File: src/rtl/uart_pkt_rx.sv
// Packet deframer behind the UART receive FIFO: sync hunt, CMD/LEN/payload/CHK collection, valid/ack hand-off.
// Optional inter-byte timeout is built when UART_PKT_TIMEOUT_EN is defined.
//
// state | meaning
// IDLE  | hunting for SYNC, non-sync bytes discarded
// CMD   | next pop is the command byte
// LEN   | next pop is the payload length
// DATA  | collecting payload bytes into the buffer
// CHK   | next pop is compared with the running XOR
// HOLD  | packet presented, waiting for pkt_ack, no pops
`timescale 1ns/1ps
module uart_pkt_rx #(
  parameter int          MAX_LEN = 16,
  parameter int          TIMEOUT = 50000,
  parameter logic [7:0]  SYNC    = 8'hA5
) (
  input  logic       clk,
  input  logic       reset,
  input  logic       rx_empty,
  input  logic [7:0] r_data,
  output logic       rd_uart,
  output logic       pkt_valid,
  input  logic       pkt_ack,
  output logic [7:0] pkt_cmd,
  output logic [7:0] pkt_len,
  input  logic [7:0] pl_addr,
  output logic [7:0] pl_data,
  output logic       chk_err,
  output logic       len_err,
  output logic       tmo_err,
  output logic       busy
);

  localparam logic [2:0] S_IDLE = 3'd0;
  localparam logic [2:0] S_CMD  = 3'd1;
  localparam logic [2:0] S_LEN  = 3'd2;
  localparam logic [2:0] S_DATA = 3'd3;
  localparam logic [2:0] S_CHK  = 3'd4;
  localparam logic [2:0] S_HOLD = 3'd5;

  localparam int         AW        = (MAX_LEN > 1) ? $clog2(MAX_LEN) : 1;
  localparam logic [7:0] MAX_LEN_B = 8'(MAX_LEN);

  if (MAX_LEN < 1 || MAX_LEN > 255 || TIMEOUT < 1) begin : g_bad_param
    $error("uart_pkt_rx: MAX_LEN must be 1..255 and TIMEOUT at least 1");
  end

  logic [2:0] state;
  logic [7:0] cmd_r;
  logic [7:0] len_r;
  logic [7:0] xor_r;
  logic [7:0] idx;
  logic [7:0] buf_mem [MAX_LEN];
  logic       pop;
  logic       tmo_fire;

  // reset gates the pop so no byte is lost while the block is held in reset
  assign pop     = reset & ~rx_empty & (state != S_HOLD);
  assign rd_uart = pop;
  assign busy    = (state != S_IDLE);
  assign pl_data = (pl_addr < pkt_len) ? buf_mem[pl_addr[AW-1:0]] : 8'h00;

`ifdef UART_PKT_TIMEOUT_EN
  localparam int TW = (TIMEOUT > 1) ? $clog2(TIMEOUT) : 1;

  logic [TW-1:0] tmo_cnt;
  logic          tmo_err_r;
  logic          in_pkt;

  assign in_pkt   = (state == S_CMD) || (state == S_LEN) || (state == S_DATA) || (state == S_CHK);
  assign tmo_fire = in_pkt & ~pop & (tmo_cnt == TW'(TIMEOUT - 1));
  assign tmo_err  = tmo_err_r;

  always_ff @(posedge clk or negedge reset) begin
    if (!reset) begin
      tmo_cnt   <= '0;
      tmo_err_r <= 1'b0;
    end else begin
      tmo_err_r <= tmo_fire;
      if (!in_pkt || pop || tmo_fire)
        tmo_cnt <= '0;
      else
        tmo_cnt <= tmo_cnt + 1'b1;
    end
  end
`else
  assign tmo_fire = 1'b0;
  assign tmo_err  = 1'b0;
`endif

  always_ff @(posedge clk) begin
    if (state == S_DATA && pop)
      buf_mem[idx[AW-1:0]] <= r_data;
  end

  always_ff @(posedge clk or negedge reset) begin
    if (!reset) begin
      state     <= S_IDLE;
      pkt_valid <= 1'b0;
      pkt_cmd   <= 8'h00;
      pkt_len   <= 8'h00;
      chk_err   <= 1'b0;
      len_err   <= 1'b0;
      cmd_r     <= 8'h00;
      len_r     <= 8'h00;
      xor_r     <= 8'h00;
      idx       <= 8'h00;
    end else begin
      chk_err <= 1'b0;
      len_err <= 1'b0;
      if (tmo_fire) begin
        state <= S_IDLE;
      end else begin
        case (state)
          S_IDLE: begin
            if (pop && r_data == SYNC)
              state <= S_CMD;
          end
          S_CMD: begin
            if (pop) begin
              cmd_r <= r_data;
              xor_r <= r_data;
              state <= S_LEN;
            end
          end
          S_LEN: begin
            if (pop) begin
              len_r <= r_data;
              xor_r <= xor_r ^ r_data;
              if (r_data > MAX_LEN_B) begin
                len_err <= 1'b1;
                state   <= S_IDLE;
              end else if (r_data == 8'h00) begin
                state <= S_CHK;
              end else begin
                idx   <= 8'h00;
                state <= S_DATA;
              end
            end
          end
          S_DATA: begin
            if (pop) begin
              xor_r <= xor_r ^ r_data;
              idx   <= idx + 8'd1;
              if (idx == len_r - 8'd1)
                state <= S_CHK;
            end
          end
          S_CHK: begin
            if (pop) begin
              if (r_data == xor_r) begin
                pkt_cmd   <= cmd_r;
                pkt_len   <= len_r;
                pkt_valid <= 1'b1;
                state     <= S_HOLD;
              end else begin
                chk_err <= 1'b1;
                state   <= S_IDLE;
              end
            end
          end
          S_HOLD: begin
            if (pkt_ack) begin
              pkt_valid <= 1'b0;
              state     <= S_IDLE;
            end
          end
          default: state <= S_IDLE;
        endcase
      end
    end
  end

endmodule

File: config.mk
export PLATFORM = sky130hd
export DESIGN_NAME = uart_pkt_rx
export DESIGN_NICKNAME = d
export VERILOG_FILES = /design/src/rtl/uart_pkt_rx.sv
export SDC_FILE = /design/constraint.sdc
export NUM_CORES = 1
export LEC_CHECK = 0
export CAP_MARGIN = 10
export CELL_PAD_IN_SITES_DETAIL_PLACEMENT = 1
export CELL_PAD_IN_SITES_GLOBAL_PLACEMENT = 1
export CORE_ASPECT_RATIO = 0.6
export CORE_MARGIN = 3
export CORE_UTILIZATION = 50
export CTS_CLUSTER_SIZE = 30
export DETAILED_ROUTE_END_ITERATION = 7
export PLACE_DENSITY_LB_ADDON = 0.15
export SLEW_MARGIN = 20
export SYNTH_ARGS = -nofsm -noshare
export SYNTH_HDL_FRONTEND = slang
export SYNTH_SLANG_ARGS = --single-unit
File: constraint.sdc
create_clock -name clk -period 3.6 [get_ports clk]
set_clock_uncertainty 0.05 [all_clocks]
set_input_delay 0.9 -clock clk [delete_from_list [all_inputs] [get_ports clk]]
set_output_delay 0.9 -clock clk [all_outputs]
set_load 0.05 [all_outputs]
==> results of run 1 <==
cell usage in the layout (no fill, tap or decap), types with 4 or more instances in the layout:
| cell type | netlist | layout |
|---|---|---|
| nor2_1 | 23 | 22 |
| xor2_1 | 14 | 14 |
| mux4_2 | 40 | 40 |
| a311oi_1 | 9 | 9 |
| nor4_1 | 4 | 4 |
| nand4_1 | 4 | 4 |
| inv_1 | 16 | 16 |
| a21oi_1 | 16 | 16 |
| nor2b_4 | 0 | 7 |
| buf_6 | 3 | 4 |
| xnor2_1 | 7 | 7 |
| o21ai_0 | 17 | 17 |
| nand2b_1 | 4 | 4 |
| nand3_1 | 7 | 7 |
| nand2_1 | 25 | 25 |
| nor3_1 | 4 | 4 |
| clkbuf_16 | 0 | 18 |
| clkinv_4 | 0 | 5 |
| dfrtp_1 | 54 | 54 |
| clkdlybuf4s50_1 | 0 | 34 |
| buf_4 | 9 | 37 |
| inv_8 | 0 | 5 |
| edfxtp_1 | 128 | 128 |
| and2_1 | 16 | 16 |
| ha_1 | 12 | 10 |
| mux2_2 | 23 | 23 |
| buf_12 | 0 | 11 |
worst max-delay path, cell delays in order:
cell	delay, ns
clkdlybuf4s18_2	0.33
buf_12	0.21
mux4_2	0.35
mux4_2	0.52
nor2b_4	0.16
buf_12	0.15
sequential cells by signal (all words and copies together) (netlist names):
signal     flops
len_r          8
pkt_cmd        8
chk_err        1
idx            8
pkt_valid      1
len_err        1
state          3
pkt_len        8
buf_mem      128
cmd_r          8
xor_r          8
through the flow:
step	TNS, ns	hold WS [ns]	setup WS (ns)
finish	0	0.455	0.0327
detailed placement	-1.50	0.443	-0.216
floorplan	0	0.424	0.0140
CTS	0	0.457	0.0146
global route	-0.000872	0.481	-0.000872
global placement	-1.28	0.434	-0.191
path summary, 6_finish.rpt:
check / to / cells after the start / startpoint / slack (ns)
setup / recovery: pl_data[7] / 6 / pl_addr[2] / 0.03
hold / removal: pkt_cmd[2] / 1 / cmd_r[2] / 0.46
setup reg to reg: buf_mem[11][7] / 5 / state[2] / 1.13
hold reg to reg: pkt_cmd[2] / 1 / cmd_r[2] / 0.46
max in group asynchronous: len_r[5] / 2 / reset / 2.43
min in group asynchronous: state[0] / 2 / reset / 0.57
metal layers:
metal | share of wire (%) | up-vias
li1 | - | 2102
met1 | 45 | 2567
met2 | 46 | 223
met3 | 8.4 | 26
met4 | 1.3 | 0
met5 | 0 | -
cells by family (layout without fill, tap and decap cells):
logic type      Yosys count  in the layout  share of synthesized area (%)
buf+inv                  48            141                           3.16
compound gates           65             65                           5.39
fa+ha+maj                13             13                           2.00
simple gates            109            109                           7.47
xor+xnor                 21             21                           2.30
other cells               1              1                         0.0468
flops                   182            182                           64.9
mux                      65             65                           14.7
power by group:
group | internal (W) | switching, W
clock | 0.000942 | 0.000878
sequential | 0.00250 | 0.000306
combinational | 0.000576 | 0.000714
timing repair:
action                     in CTS  in global routing
gates cloned                    2                  1
hold endpoints to repair        0                  0
setup endpoints to repair       8                  8
resized for setup              23                  8
pin swaps                       1                  0
cell type report:
class	count	area, um^2
Clock buffer	19	443
Inverter	16	60.1
Fill cell	1439	5770
Multi-Input combinational cell	274	2650
Timing Repair Buffer	93	1000
Clock inverter	13	134
Tap cell	203	254
Sequential cell	182	5190
==> results_dict.tcl, run 1 <==
set metrics [dict create \
    outcome "finished clean" \
    clockBufferDepth 2 \
    drive_above_1_share_pct 28.3 \
    min_period_over_period_pct 99.1 \
    core_area_mm2 0.0155 \
    synthFlopType "edfxtp_1" \
    clk_pin_slew_ns 0.07 \
    cellLeakagePower_nw 3.61 \
    async_flop_share_pct 29.7 \
    grt_usage_pct 26.3 \
    postCtsSetupRepairBufs 0 \
    clockRootBuffer "clkbuf_16" \
    die_x_um 169 \
    dieArea_mm2 0.0176 \
    clock-sinks 182 \
    cp_max_fo 15 \
    grt_pass1_wl_um 33200 \
    io_buffer_count 48 \
    finalCriticalPeriod_ns 3.57 \
    fin_area_mm2 0.00973 \
    drt_iter0_drc 598 \
    clk_latency_ns 0.44 \
    grt_use_met1_pct 39.3 \
    p_per_area_mw_per_mm2 608 \
    grt_max_degree 55 \
    hold_violations 0 \
    worst-setup-path-type "input port to output pin" \
    pin_count 50 \
    wl_per_cell_um 27.8 \
    syn-num-nets 536 \
    cts_made_buffers 17 \
    dp_cells 765 \
    ys_ff_latch 182 \
    synth_area_leaders "edfxtp_1, dfrtp_1, mux4_2" \
    drc_errors 0 \
    busiest_layer "met2" \
    diodes 0 \
    yosysWarnings 0 \
    startpoint_type "input port" \
    vias_per_cell 6.15 \
    syn_area_per_cell_um2 15.9 \
    netlist.area_leader.share_pct 48.0 \
    fin_cells 800 \
    cts_tree "built" \
    h-tree-depth 4 \
    required_ns 2.65 \
    initial_core_util_pct 51.6 \
    area_growth_pct 21.6 \
    fmax_ghz 0.280 \
    yosysMostFrequentCell "edfxtp_1" \
    ir_drop_mv 0.305 \
    yosysSeqAreaShare_pct 64.9 \
    ant_nets 0 \
    place_hpwl_um 14300 \
    fin_util_pct 62.8 \
    use_met2_pct 39.5 \
    route.vias.total 4918 \
    worst_pin_slew_ns 0.718 \
    crit_arrival_ns 2.62 \
    nNetsFinal 616 \
    dr.pass1.iters 6 \
    netlist_area_mm2 0.00801 \
    finalWirelength_um 22200 \
    grt_pass1_vias 5145 \
    slew_viol_final 0 \
    hp-class "flip-flop to flip-flop" \
    grt_util_met3_pct 6.38 \
    place_congestion 0.820 \
    synthesis.instances 504 \
    synth_common_cells "edfxtp_1, dfrtp_1, mux4_2, nand2_1" \
    grt.overflow.total 0 \
    antenna_found_initial 0 \
    slew-limit-headroom_pct 52.2 \
    num_rows 35 \
    die_h_um 104 \
    setup_viol 0 \
    end_kind "output pin" \
    synth_edf_count 128 \
    postCtsHoldBufs 0 \
    yosysUniqueCellTypes 58 \
    cap_viol_max_count 0 \
    yosysTopAreaCell "edfxtp_1" \
    placed_area_mm2 0.00897 \
    power_w 0.00592 \
]
(Power assumes the default switching activity.)
==> inputs of run 2 (changes only) <==
--- a/config.mk
+++ b/config.mk
@@ -5,12 +5,13 @@
 export SDC_FILE = /design/constraint.sdc
 export NUM_CORES = 1
 export LEC_CHECK = 0
+export ABC_AREA = 1
 export CAP_MARGIN = 10
 export CELL_PAD_IN_SITES_DETAIL_PLACEMENT = 1
 export CELL_PAD_IN_SITES_GLOBAL_PLACEMENT = 1
 export CORE_ASPECT_RATIO = 0.6
 export CORE_MARGIN = 3
-export CORE_UTILIZATION = 50
+export CORE_UTILIZATION = 47
 export CTS_CLUSTER_SIZE = 30
 export DETAILED_ROUTE_END_ITERATION = 7
 export PLACE_DENSITY_LB_ADDON = 0.15
==> results_dict.tcl, run 2 <==
set metrics [dict create \
    fin_cells 1124 \
    synth_common_cells "nand2_1, edfxtp_1, nand3_1, dfrtp_1, inv_1" \
    yosysMostFrequentCell "nand2_1" \
    fin_util_pct 60.3 \
    drive_above_1_share_pct 13.6 \
    core_area_mm2 0.0167 \
    ir_drop_mv 0.335 \
    hold_end "cmd_r[6]" \
    yosysWarnings 0 \
    cp_slowest_stage_delay_ns 0.24 \
    r2r_end "buf_mem[15][2]" \
    timing.hold.ws_ns 0.440 \
    clock-sinks 182 \
    route.vias.total 6502 \
    die_h_um 109 \
    cp_max_fo 10 \
    p_per_area_mw_per_mm2 594 \
    slew-limit-headroom_pct 51.8 \
    min_period_over_period_pct 97.3 \
    ys_ff_latch 182 \
    worst-setup-path-type "input port to output pin" \
    ff2ff_setup_slack_ns 1.34 \
    slew_viol_final 0 \
    cellLeakagePower_nw 4.09 \
    final_common_cell "nand2_1" \
    synth_edf_count 128 \
    netlist_area_mm2 0.00824 \
    wl_per_cell_um 22.8 \
    fmax_ghz 0.285 \
    crit_path_frequent_cell "nand3_1" \
    antenna_found_initial 0 \
    largest_register_ffs 128 \
    crit_arrival_ns 2.55 \
    io_buffer_count 48 \
    place_worst_setup_slack_ns -0.108 \
    syn_area_per_cell_um2 10.3 \
    pwr-share-seq_pct 44.9 \
    clk_pin_slew_ns 0.07 \
    pwr-share-comb_pct 24.3 \
    drc_errors 0 \
    num_rows 36 \
    h-tree-depth 4 \
    power_switching_w 0.00201 \
    syn-num-nets 835 \
    rsz0062_at_grt "false" \
    netlist.area_leader.share_pct 46.7 \
    end_kind "output pin" \
    yosysUniqueCellTypes 40 \
    slowest_stage "dlygate4sd2_1" \
    multi_input_area_mm2 0.00271 \
    synth_area_leaders "edfxtp_1, dfrtp_1, nand2_1" \
    diodes 0 \
    yosysTopAreaCell "edfxtp_1" \
    dr.pass1.iters 5 \
    worst_r2r_path_depth 9 \
    grt.overflow.total 0 \
    place_congestion 0.866 \
    p_clk_share_pct 30.8 \
    worst_pin_slew_ns 0.723 \
    required_ns 2.65 \
    seq_area_mm2 0.00519 \
    min-delay-start "cmd_r[6]" \
    drt_iter0_drc 764 \
    cts_made_buffers 17 \
    dp_cells 1086 \
    initial_core_util_pct 49.3 \
    synthFlopType "edfxtp_1" \
    clockRootBuffer "clkbuf_16" \
    hold_violations 0 \
    grt_max_degree 65 \
    synthesis.instances 803 \
    yosysSeqAreaShare_pct 63.1 \
    nNetsFinal 915 \
    timing.final.ws_setup_ns 0.0958 \
    clockBufferDepth 2 \
    grt_usage_pct 28.3 \
    clk_latency_ns 0.45 \
    worstHoldPathCells 2 \
    startpoint_type "input port" \
    finalCriticalPeriod_ns 3.50 \
    ant_nets 0 \
    grt_pass1_wl_um 40100 \
    fillers 1779 \
    swShare_pct 33.6 \
    area_growth_pct 22.3 \
    hp-class "flip-flop to flip-flop" \
    place_hpwl_um 17200 \
    async_flop_share_pct 29.7 \
    dieArea_mm2 0.0192 \
    vias_per_cell 5.78 \
    pin_count 50 \
    outcome "finished clean" \
    final_cell_mix "nand2_1, edfxtp_1, nand3_1" \
    postCtsHoldBufs 0 \
    die_x_um 177 \
    cts_tree "built" \
    p_int_w 0.00397 \
    cap_viol_max_count 0 \
    crit_path_cell_trace "dlygate4sd2_1 > buf_6 > clkinvlp_4 > buf_12 > buf_4 > nand3_1 > nand3_1 > nand3_1 > nand2_1 > nor2_4 > buf_12" \
    r2r-start "state[1]" \
    setup_viol 0 \
    finalWirelength_um 25600 \
    grt_pass1_vias 6810 \
]
-- run 2: cell count changes after synthesis, moves of 11 or more --
cell and change:
nand2_1 +191, mux4_2 -40, o21ai_1 +15, nand3_1 +104, inv_1 +38, nor2_1 +29, mux2_2 -23, o21ai_0 +19
and2_1 -16, clkbuf_1 +11
-- run 2: per-layer routing --
layer	part of all wire, %	global-route usage [%]
met1	45	40.0
met5	0	0
met3	8.4	7.54
met4	2.1	9.02
met2	45	42.9
-- run 2: logic make-up after synthesis --
family	share of synthesized area (%)
AND/OR/NAND/NOR	22.1
flip-flops	63.1
buffers and inverters	4.69
XOR/XNOR	1.70
AO/OA/AOI/OAI	6.55
adder cells (fa/ha/maj)	1.82
other	0.0455
-- run 2: how the worst max path moves through the flow --
stage	from	to	slack, ns	cells past startpoint
5_1_grt	pl_addr[1]	pl_data[7]	0.004	11
3_3_place_gp	pl_addr[3]	pl_data[6]	0.0005	10
4_1_cts	pl_addr[2]	pl_data[3]	-0.03	10
6_report	pl_addr[1]	pl_data[7]	0.1	11
2_1_floorplan	pl_addr[0]	pl_data[6]	0.14	7
3_5_place_dp	pl_addr[1]	pl_data[6]	-0.11	10
-- run 2: area by class of cell --
class | instances | area share [%]
Inverter | 60 | 2.30
Multi-Input combinational cell | 527 | 26.9
Clock buffer | 19 | 4.30
Timing Repair Buffer | 95 | 10.8
Sequential cell | 182 | 51.6
Clock inverter | 13 | 1.28
Tap cell | 228 | 2.83
-- run 2: what timing repair did --
item / CTS / global route
setup buffers: 2 / 2
endpoints found under the hold margin: 0 / 0
gates cloned: 2 / 0
endpoints found under the setup margin: 5 / 4
pin swaps: 6 / 0
resized for setup: 16 / 11
-- run 2: critical path: cells and delay by family --
kind | cells | cell delay, ns
buf+inv | 6 | 1.03
simple gates | 5 | 0.61
-- run 2: power by group through the flow --
stage	clock, W	combinational [W]	sequential (W)
floorplan	0	0.000968	0.00266
global placement	0	0.00130	0.00270
detailed placement	0	0.00139	0.00272
CTS	0.00186	0.00144	0.00268
global route	0.00196	0.00161	0.00271
finish	0.00184	0.00145	0.00268
-- run 2: through the flow --
step           area (um^2)  power (W)  TNS, ns
2_1_floorplan         8240    0.00363        0
3_3_place_gp          9320    0.00400        0
3_5_place_dp          9320    0.00411   -0.244
4_1_cts              10000    0.00597  -0.0270
5_1_grt              10100    0.00629        0
6_report             10100    0.00598        0
